$ cat config.mk
export PLATFORM = sky130hd
export DESIGN_NAME = selector_scan
export DESIGN_NICKNAME = d
export VERILOG_FILES = /design/src/rtl/selector_scan.sv
export SDC_FILE = /design/constraint.sdc
export NUM_CORES = 1
export LEC_CHECK = 0
export ABC_CLOCK_PERIOD_IN_PS = 2600
export BUFFER_PORTS_ARGS = -buffer_cell sky130_fd_sc_hd__clkbuf_2
export CELL_PAD_IN_SITES_DETAIL_PLACEMENT = 1
export CELL_PAD_IN_SITES_GLOBAL_PLACEMENT = 2
export CORE_ASPECT_RATIO = 0.6
export CORE_MARGIN = 5
export CORE_UTILIZATION = 27
export DETAILED_ROUTE_END_ITERATION = 10
export GPL_TIMING_DRIVEN = 0
export PLACE_DENSITY_LB_ADDON = 0.1
export SLEW_MARGIN = 20
export SYNTH_ARGS = -nofsm -noshare
export SYNTH_HDL_FRONTEND = slang
export SYNTH_SLANG_ARGS = --single-unit
$ cat constraint.sdc
create_clock -name iClk -period 2.6 [get_ports iClk]
set_clock_uncertainty 0.15 [all_clocks]
set_input_delay 0.39 -clock iClk [delete_from_list [all_inputs] [get_ports iClk]]
set_output_delay 0.39 -clock iClk [all_outputs]
set_load 0.005 [all_outputs]
$ cat src/rtl/selector_scan.sv
// selector_scan: N-channel registered data selector with manual index selection
// and a masked, dwell-timed automatic scan for display/monitor paths.
module selector_scan #(
  parameter int unsigned WIDTH    = 4,
  parameter int unsigned CHANNELS = 4,
  parameter int unsigned DWELL    = 4,
  localparam int unsigned SELW    = (CHANNELS > 2) ? $clog2(CHANNELS) : 1
) (
  input  logic                      iClk,
  input  logic                      iReset,
  input  logic [CHANNELS*WIDTH-1:0] iData,
  input  logic [SELW-1:0]           iSel,
  input  logic                      iMode,
  input  logic [CHANNELS-1:0]       iMask,
  input  logic                      iHold,
  output logic [WIDTH-1:0]          oZ,
  output logic [SELW-1:0]           oCh,
  output logic                      oValid,
  output logic                      oWrap
);

  localparam int unsigned CNTW = $clog2(DWELL + 1);

  logic [SELW-1:0]  ptr;
  logic [CNTW-1:0]  cnt;
  logic             modeQ;

  logic             ptrEn;
  logic             anyEn;
  logic             aboveEn;
  logic [SELW-1:0]  lowest;
  logic [SELW-1:0]  above;
  logic [SELW-1:0]  nextPtr;

  logic [SELW-1:0]  ptrD;
  logic [CNTW-1:0]  cntD;
  logic             validD;
  logic             wrapD;
  logic [WIDTH-1:0] zD;

  // Next enabled channel after ptr: first enabled above ptr, else wrap to lowest enabled.
  always_comb begin
    ptrEn   = 1'b0;
    anyEn   = 1'b0;
    aboveEn = 1'b0;
    lowest  = '0;
    above   = '0;
    for (int k = 0; k < int'(CHANNELS); k++) begin
      if (iMask[k] && SELW'(k) == ptr) ptrEn = 1'b1;
      if (iMask[k] && !anyEn) begin
        lowest = SELW'(k);
        anyEn  = 1'b1;
      end
      if (iMask[k] && !aboveEn && SELW'(k) > ptr) begin
        above   = SELW'(k);
        aboveEn = 1'b1;
      end
    end
    nextPtr = aboveEn ? above : lowest;
  end

  // Mode/scan decision: a restart (entry, idle count, disabled ptr) outranks hold.
  always_comb begin
    ptrD   = ptr;
    cntD   = cnt;
    validD = 1'b0;
    wrapD  = 1'b0;
    if (!iMode) begin
      ptrD   = iSel;
      cntD   = '0;
      validD = (32'(iSel) < CHANNELS);
    end else if (!anyEn) begin
      cntD = '0;
    end else if (!modeQ || cnt == '0 || !ptrEn) begin
      ptrD   = ptrEn ? ptr : nextPtr;
      cntD   = CNTW'(1);
      validD = 1'b1;
      wrapD  = !ptrEn && (nextPtr <= ptr);
    end else if (iHold) begin
      validD = 1'b1;
    end else if (cnt == CNTW'(DWELL)) begin
      ptrD   = nextPtr;
      cntD   = CNTW'(1);
      validD = 1'b1;
      wrapD  = (nextPtr <= ptr);
    end else begin
      cntD   = cnt + CNTW'(1);
      validD = 1'b1;
    end
  end

  // Data mux on the upcoming pointer so oZ tracks live data with one cycle latency.
  always_comb begin
    zD = '0;
    for (int k = 0; k < int'(CHANNELS); k++) begin
      if (validD && SELW'(k) == ptrD) zD = iData[k*WIDTH +: WIDTH];
    end
  end

  always_ff @(posedge iClk) begin
    if (iReset) begin
      ptr    <= '0;
      cnt    <= '0;
      modeQ  <= 1'b0;
      oZ     <= '0;
      oValid <= 1'b0;
      oWrap  <= 1'b0;
    end else begin
      ptr    <= ptrD;
      cnt    <= cntD;
      modeQ  <= iMode;
      oZ     <= zD;
      oValid <= validD;
      oWrap  <= wrapD;
    end
  end

  assign oCh = ptr;

endmodule

# After elaboration in Yosys (flattened, before gate mapping)

Cells that the tools add are included.

Output and inout port bits: 8
Bits in registers: 12

Bitwise logic cells: 2
Reduce and logical (&&, ||, !) cells: 34
Mux-type cells: 37
Equal/unequal tests: 8
Add/sub/neg operators: 1
Order comparisons: 5

Operators with widths:

| operator                                                     | count |
|---|---|
| two-way mux 2 bit                                            | 11 |
| two-way mux 1 bit                                            | 21 |
| logical AND 1 bit                                            | 19 |
| two-way mux 4 bit                                            | 4 |
| equality test 2 bit, first input constant                    | 4 |
| zero test 1 bit                                              | 8 |
| equality test 1 x 2 -> 1 bit, first input constant           | 2 |
| greater-than comparator 1 x 2 -> 1 bit, first input constant | 2 |
| greater-than comparator 2 bit, first input constant          | 2 |
| zero test 2 bit                                              | 2 |
| OR reduction 4 bit                                           | 1 |
| adder 3 x 1 -> 3 bit, second input constant                  | 1 |
| equality test 3 bit, second input constant                   | 1 |
| zero test 3 bit                                              | 1 |
| two-way mux 3 bit                                            | 1 |
| OR reduction 3 bit                                           | 1 |
| less-or-equal comparator 2 bit                               | 1 |
| logical OR 1 bit                                             | 2 |
| inequality test 2 x 1 -> 1 bit, second input constant        | 1 |
| NOT 1 bit                                                    | 2 |

# Depth between registers and ports, before layout

Depth in word-level cells: 27
Depth in mapped cells: 10
Gate-level depth less buffers: 8

# Worst setup path before layout

OpenSTA, ideal clock, no wires.

Kind: input -> register
Start point: input iMask[0]
End point: register oZ[3]
Path slack: 481 ps
Data required time: 2,333 ps
Data arrival time: 1,852 ps
Setup time: 117 ps
Cell stages on the path: 7
Path through: buf_2 > mux4_2 > nand3_2 > a211oi_1 > o31a_1 > and2_4 > a22o_1

Longest elaborated chain between the ends: 26

Ends and longest elaborated chain:

| item                            | line | source |
|---|---|---|
| start, declared                 | 14   | `input logic [CHANNELS-1:0] iMask,` |
| logical AND 1 bit               | 54   | `if (iMask[k] && !aboveEn && SELW'(k) > ptr) begin` |
| two-way mux 1 bit               | 54   |  |
| zero test 1 bit                 | 54   |  |
| logical AND 1 bit (2 in series) | 54   |  |
| two-way mux 1 bit               | 54   |  |
| zero test 1 bit                 | 54   |  |
| logical AND 1 bit (2 in series) | 54   |  |
| two-way mux 1 bit               | 54   |  |
| [... 6 more ...]                | --   |  |
| two-way mux 2 bit               | 79   | `end else if (iHold) begin` |
| two-way mux 2 bit               | 74   | `end else if (!modeQ \|\| cnt == '0 \|\| !ptrEn) begin` |
| two-way mux 2 bit               | 72   | `end else if (!anyEn) begin` |
| two-way mux 2 bit               | 68   | `if (!iMode) begin` |
| zero test 2 bit                 | 96   | `if (validD && SELW'(k) == ptrD) zD = iData[k*WIDTH +: WIDTH];` |
| logical AND 1 bit               | 96   |  |
| two-way mux 4 bit (3 in series) | 96   |  |
| two-way mux 4 bit (*)           | 96   |  |
| end signal, assigned            | 112  | `oZ <= zD;` |
| end, declared                   | 16   | `output logic [WIDTH-1:0] oZ,` |

Every way passes the cells marked *; elsewhere a longest branch is shown, timed or not.
A chain may end at the register's enable or synchronous reset.

# Worst setup path in the final report

Start point: register ptr[0] (netlist: oCh[0])
End point: register oZ[1]

Longest elaborated chain between the ends: 27

Ends and longest elaborated chain:

| item                                   | line | source |
|---|---|---|
| start, declared                        | 24   | `logic [SELW-1:0] ptr;` |
| start signal, assigned                 | 109  | `ptr <= ptrD;` |
| greater-than comparator 1 x 2 -> 1 bit | 54   |  |
| logical AND 1 bit                      | 54   |  |
| two-way mux 1 bit                      | 54   |  |
| zero test 1 bit                        | 54   |  |
| logical AND 1 bit (2 in series)        | 54   |  |
| two-way mux 1 bit                      | 54   |  |
| zero test 1 bit                        | 54   |  |
| logical AND 1 bit (2 in series)        | 54   |  |
| [... 7 more ...]                       | --   |  |
| two-way mux 2 bit                      | 79   |  |
| two-way mux 2 bit                      | 74   |  |
| two-way mux 2 bit (*)                  | 72   |  |
| two-way mux 2 bit (*)                  | 68   |  |
| zero test 2 bit                        | 96   |  |
| logical AND 1 bit                      | 96   |  |
| two-way mux 4 bit (3 in series)        | 96   |  |
| two-way mux 4 bit (*)                  | 96   |  |

Marked as above.

==> qor_table.md <==
| Metric | Reported |
|:---|:---|
| Count of nets left with antenna violations after detail routing | 0 |
| Synthesized net count | 170 |
| Pin count of the biggest net entering global routing | 11 |
| TritonCTS clock tree | done |
| Clock transition at the registers of the reported paths | 0.05 ns |
| Routability cong. | 0.717 |
| Sequential cell area in the final layout | 240 µm² |
| Clock Path Buffers | 2 |
| Via-per-instance ratio | 5.40 |
| Iteration count of the initial detailed-routing pass | 4 |
| IR Drop Worst-Case VDD | 0.245 mV |
| Required @ worst endpoint | 2.58 ns |
| Worst min-delay path category | primary input to flip-flop |
| Final clock period utilization by the worst path | 93.3% |
| Final net count | 207 |
| Area inside the core boundary | 3740 µm² |
| Fraction of final layout cells with drive strength greater than 1 | 27.8% |
| Sequence of cells on the critical path | buf_2 > mux4_2 > nand3_2 > or3_1 > buf_2 > o21ai_1 > o211ai_1 > a22o_1 |
| Io pins | 34 |
| Flip-flop and latch count after synthesis | 12 |
| Number of rows created at floorplan | 17 |
| Portion of synthesized cell area occupied by the leading cell type | 22.6% |
| Max-slew violation count | 0 |
| Number of antenna violations at the first check in global routing | 0 |
| Top_reg_cell synth | sky130_fd_sc_hd__dfxtp_1 |
| CTS Buf Count | 3 |
| Total inserted antenna cells | 0 |
| Gr ovfl total | 0 |
| Final-report hold violation count | 0 |
| WL/cell | 16.4 µm |
| Hold path startpoint | iReset |
| Post-Synthesis Mean Instance Area | 7.61 µm² |
| Area of the die | 5340 µm² |
| Number of different library cells in the post-synthesis netlist | 42 |
| Remaining DRCs | 0 |
| RSZ-0062 raised after global routing | no |
| Skew-Pair Late Insertion Delay | 0.24 ns |
| Overall global routing resource usage | 13.9% |
| Run status | complete, no violations |
| Via count of the first global-routing pass | 1257 |
| Critical path buffer and inverter count | 2 |
| Total power divided by cell area | 436 nW/µm² |
| Die Height | 58.6 µm |
| Horizontal extent of the die | 91.1 µm |
| Number of violations of the max-capacitance limit | 0 |
| CP Class | flip-flop to flip-flop |
| Final core occ | 36.0% |
| Wire length of the first global-routing pass | 6.09 mm |
| Most frequent cells after synthesis | sky130_fd_sc_hd__dfxtp_1, sky130_fd_sc_hd__nor2_1, sky130_fd_sc_hd__a31oi_1 |
| Via count | 1204 |
| Biggest area contributors in the synthesized netlist | sky130_fd_sc_hd__dfxtp_1, sky130_fd_sc_hd__o211ai_1, sky130_fd_sc_hd__a31oi_1 |
| Cell type contributing the most total cell area after synthesis | sky130_fd_sc_hd__dfxtp_1 |
| Family with the most delay on the worst path | simple AND/OR/NAND/NOR gates |
| Synthesized instance count | 140 |
| Highest-delay cell along the critical path | sky130_fd_sc_hd__or3_1 |
| HPWL after detailed placement | 2.92 mm |
| 1st-iter DRT viols | 45 |
| Sequential element share of the synthesized area | 22.6% |
| Final Setup Violations | 0 |
| Initial standard-cell utilization of the core | 28.4% |
| Clk sink count | 12 |
| H-tree depth | 1 |
| Warnings from Yosys | 0 |
| FFs w/ async S/R, synth | 0% |
| Startpoint of the most critical setup path | oCh[0] |
| Most numerous cell on the critical path | sky130_fd_sc_hd__buf_2 |
| Sum of negative setup slack | 0 ns |
| Minimum clock period | 2.43 ns |
| Critical path capture point type | flip-flop |
| Filler cell count | 479 |
| Area taken by multi-input logic gates | 772 µm² |
| Post-synthesis instance area | 1060 µm² |
| Worst slew margin relative to its limit | 59.7% |
| Number of buffers inserted by port buffering | 32 |
| Layout overhead on the synthesized area | 26.4% |
| Wirelength, routed | 3.66 mm |
| Reg2Reg Launch Point | oCh[0] |
| Count of flip-flops with a built-in enable after synthesis | 0 |
| Buffers inserted by post-CTS timing repair | 0 |
| CP Max Fanout | 9 |
| Crit-path max cell delay | 0.40 ns |
| Kind of launch point of the worst setup path | flip-flop |
| Leak pwr | 0.546 nW |
| Arr. time, crit path | 2.41 ns |
| Slew @ Worst Pin | 0.602 ns |
| CTS Root Cell | sky130_fd_sc_hd__clkbuf_8 |
| F_max | 0.412 GHz |
worst register-to-register path, stage by stage (launching register included):
cell                       delay (ns)
sky130_fd_sc_hd__dfxtp_1         0.38
sky130_fd_sc_hd__buf_2           0.25
sky130_fd_sc_hd__mux4_2          0.26
sky130_fd_sc_hd__nand3_2         0.17
sky130_fd_sc_hd__or3_1           0.41
sky130_fd_sc_hd__buf_2           0.18
sky130_fd_sc_hd__o21ai_1         0.14
sky130_fd_sc_hd__o211ai_1        0.13
sky130_fd_sc_hd__a22o_1          0.25
through the flow:
step	instances	worst slack, ns	hold slack [ns]	power, mW	area [µm²]
global route	223	0.00998	0.280	0.621	1350
floorplan	140	0.481	0.312	0.311	1060
finish	223	0.174	0.259	0.587	1350
CTS	223	0.134	0.259	0.585	1340
detailed placement	219	0.144	0.333	0.381	1280
global placement	219	0.188	0.332	0.375	1280
per-layer routing:
layer  vias up  global-route usage (%)  part of all wire, %
met2        25                    21.4                   42
met1       583                    20.7                   54
met5         -                       0                    0
met3         4                    1.40                  3.3
li1        592                       -                    -
met4         0                    3.77                  1.0
final cells by class:
type                       count  share of cell area (%)
multi-input combinational    115                    57.3
sequential                    12                    17.8
timing repair buffer          32                    11.9
tap                           47                    4.37
clock buffer                   4                    4.09
buffer                         8                    3.07
inverter                       5                    1.39
repair_timing:
| item | in CTS | in global routing |
|---|---|---|
| hold buffers | 0 | 0 |
| resized for setup | 0 | 1 |
| endpoints found under the setup margin | 0 | 2 |
cells in the final DEF, fill, tap and decap left out, drive strengths merged, types with 3 or more instances in the layout:
cell,n
clkbuf,39
nor2,12
dfxtp,12
o21ai,11
a31oi,9
nand3,9
and2,9
o211ai,8
a21oi,7
nand2,6
inv,5
nor2b,5
buf,5
a22o,4
ha,4
nand2b,3
nor3,3
a211oi,3
where the power goes:
part           total, mW  leakage (nW)  internal [mW]  switching [mW]
clock network      0.207        0.0288          0.134          0.0729
logic              0.176         0.419         0.0804          0.0961
registers          0.204        0.0991          0.198         0.00636
flip-flops by register name (all words and copies together), names as in the netlist:
register	count
oZ	4
oValid	1
oWrap	1
oCh	2
modeQ	1
cnt	3
cell families (layout without fill, tap and decap cells):
group                    after synthesis  after routing  share of synthesized area [%]
AO/OA/AOI/OAI                         50             50                           31.8
flip-flops                            12             12                           22.6
AND/OR/NAND/NOR                       58             58                           31.3
buffers and inverters                 13             49                           5.64
adder cells (fa/ha/maj)                4              4                           4.70
multiplexers                           3              3                           4.00
path summary, 6_finish.rpt:
path / to / slack, ns / depth (start not counted)
worst max register to register: oZ[1] / 0.17 / 8
worst max-delay path: oZ[1] / 0.17 / 8
worst min register to register: oWrap / 0.36 / 2
worst min-delay path: modeQ / 0.26 / 2
Power figures use the tool's default switching activity.
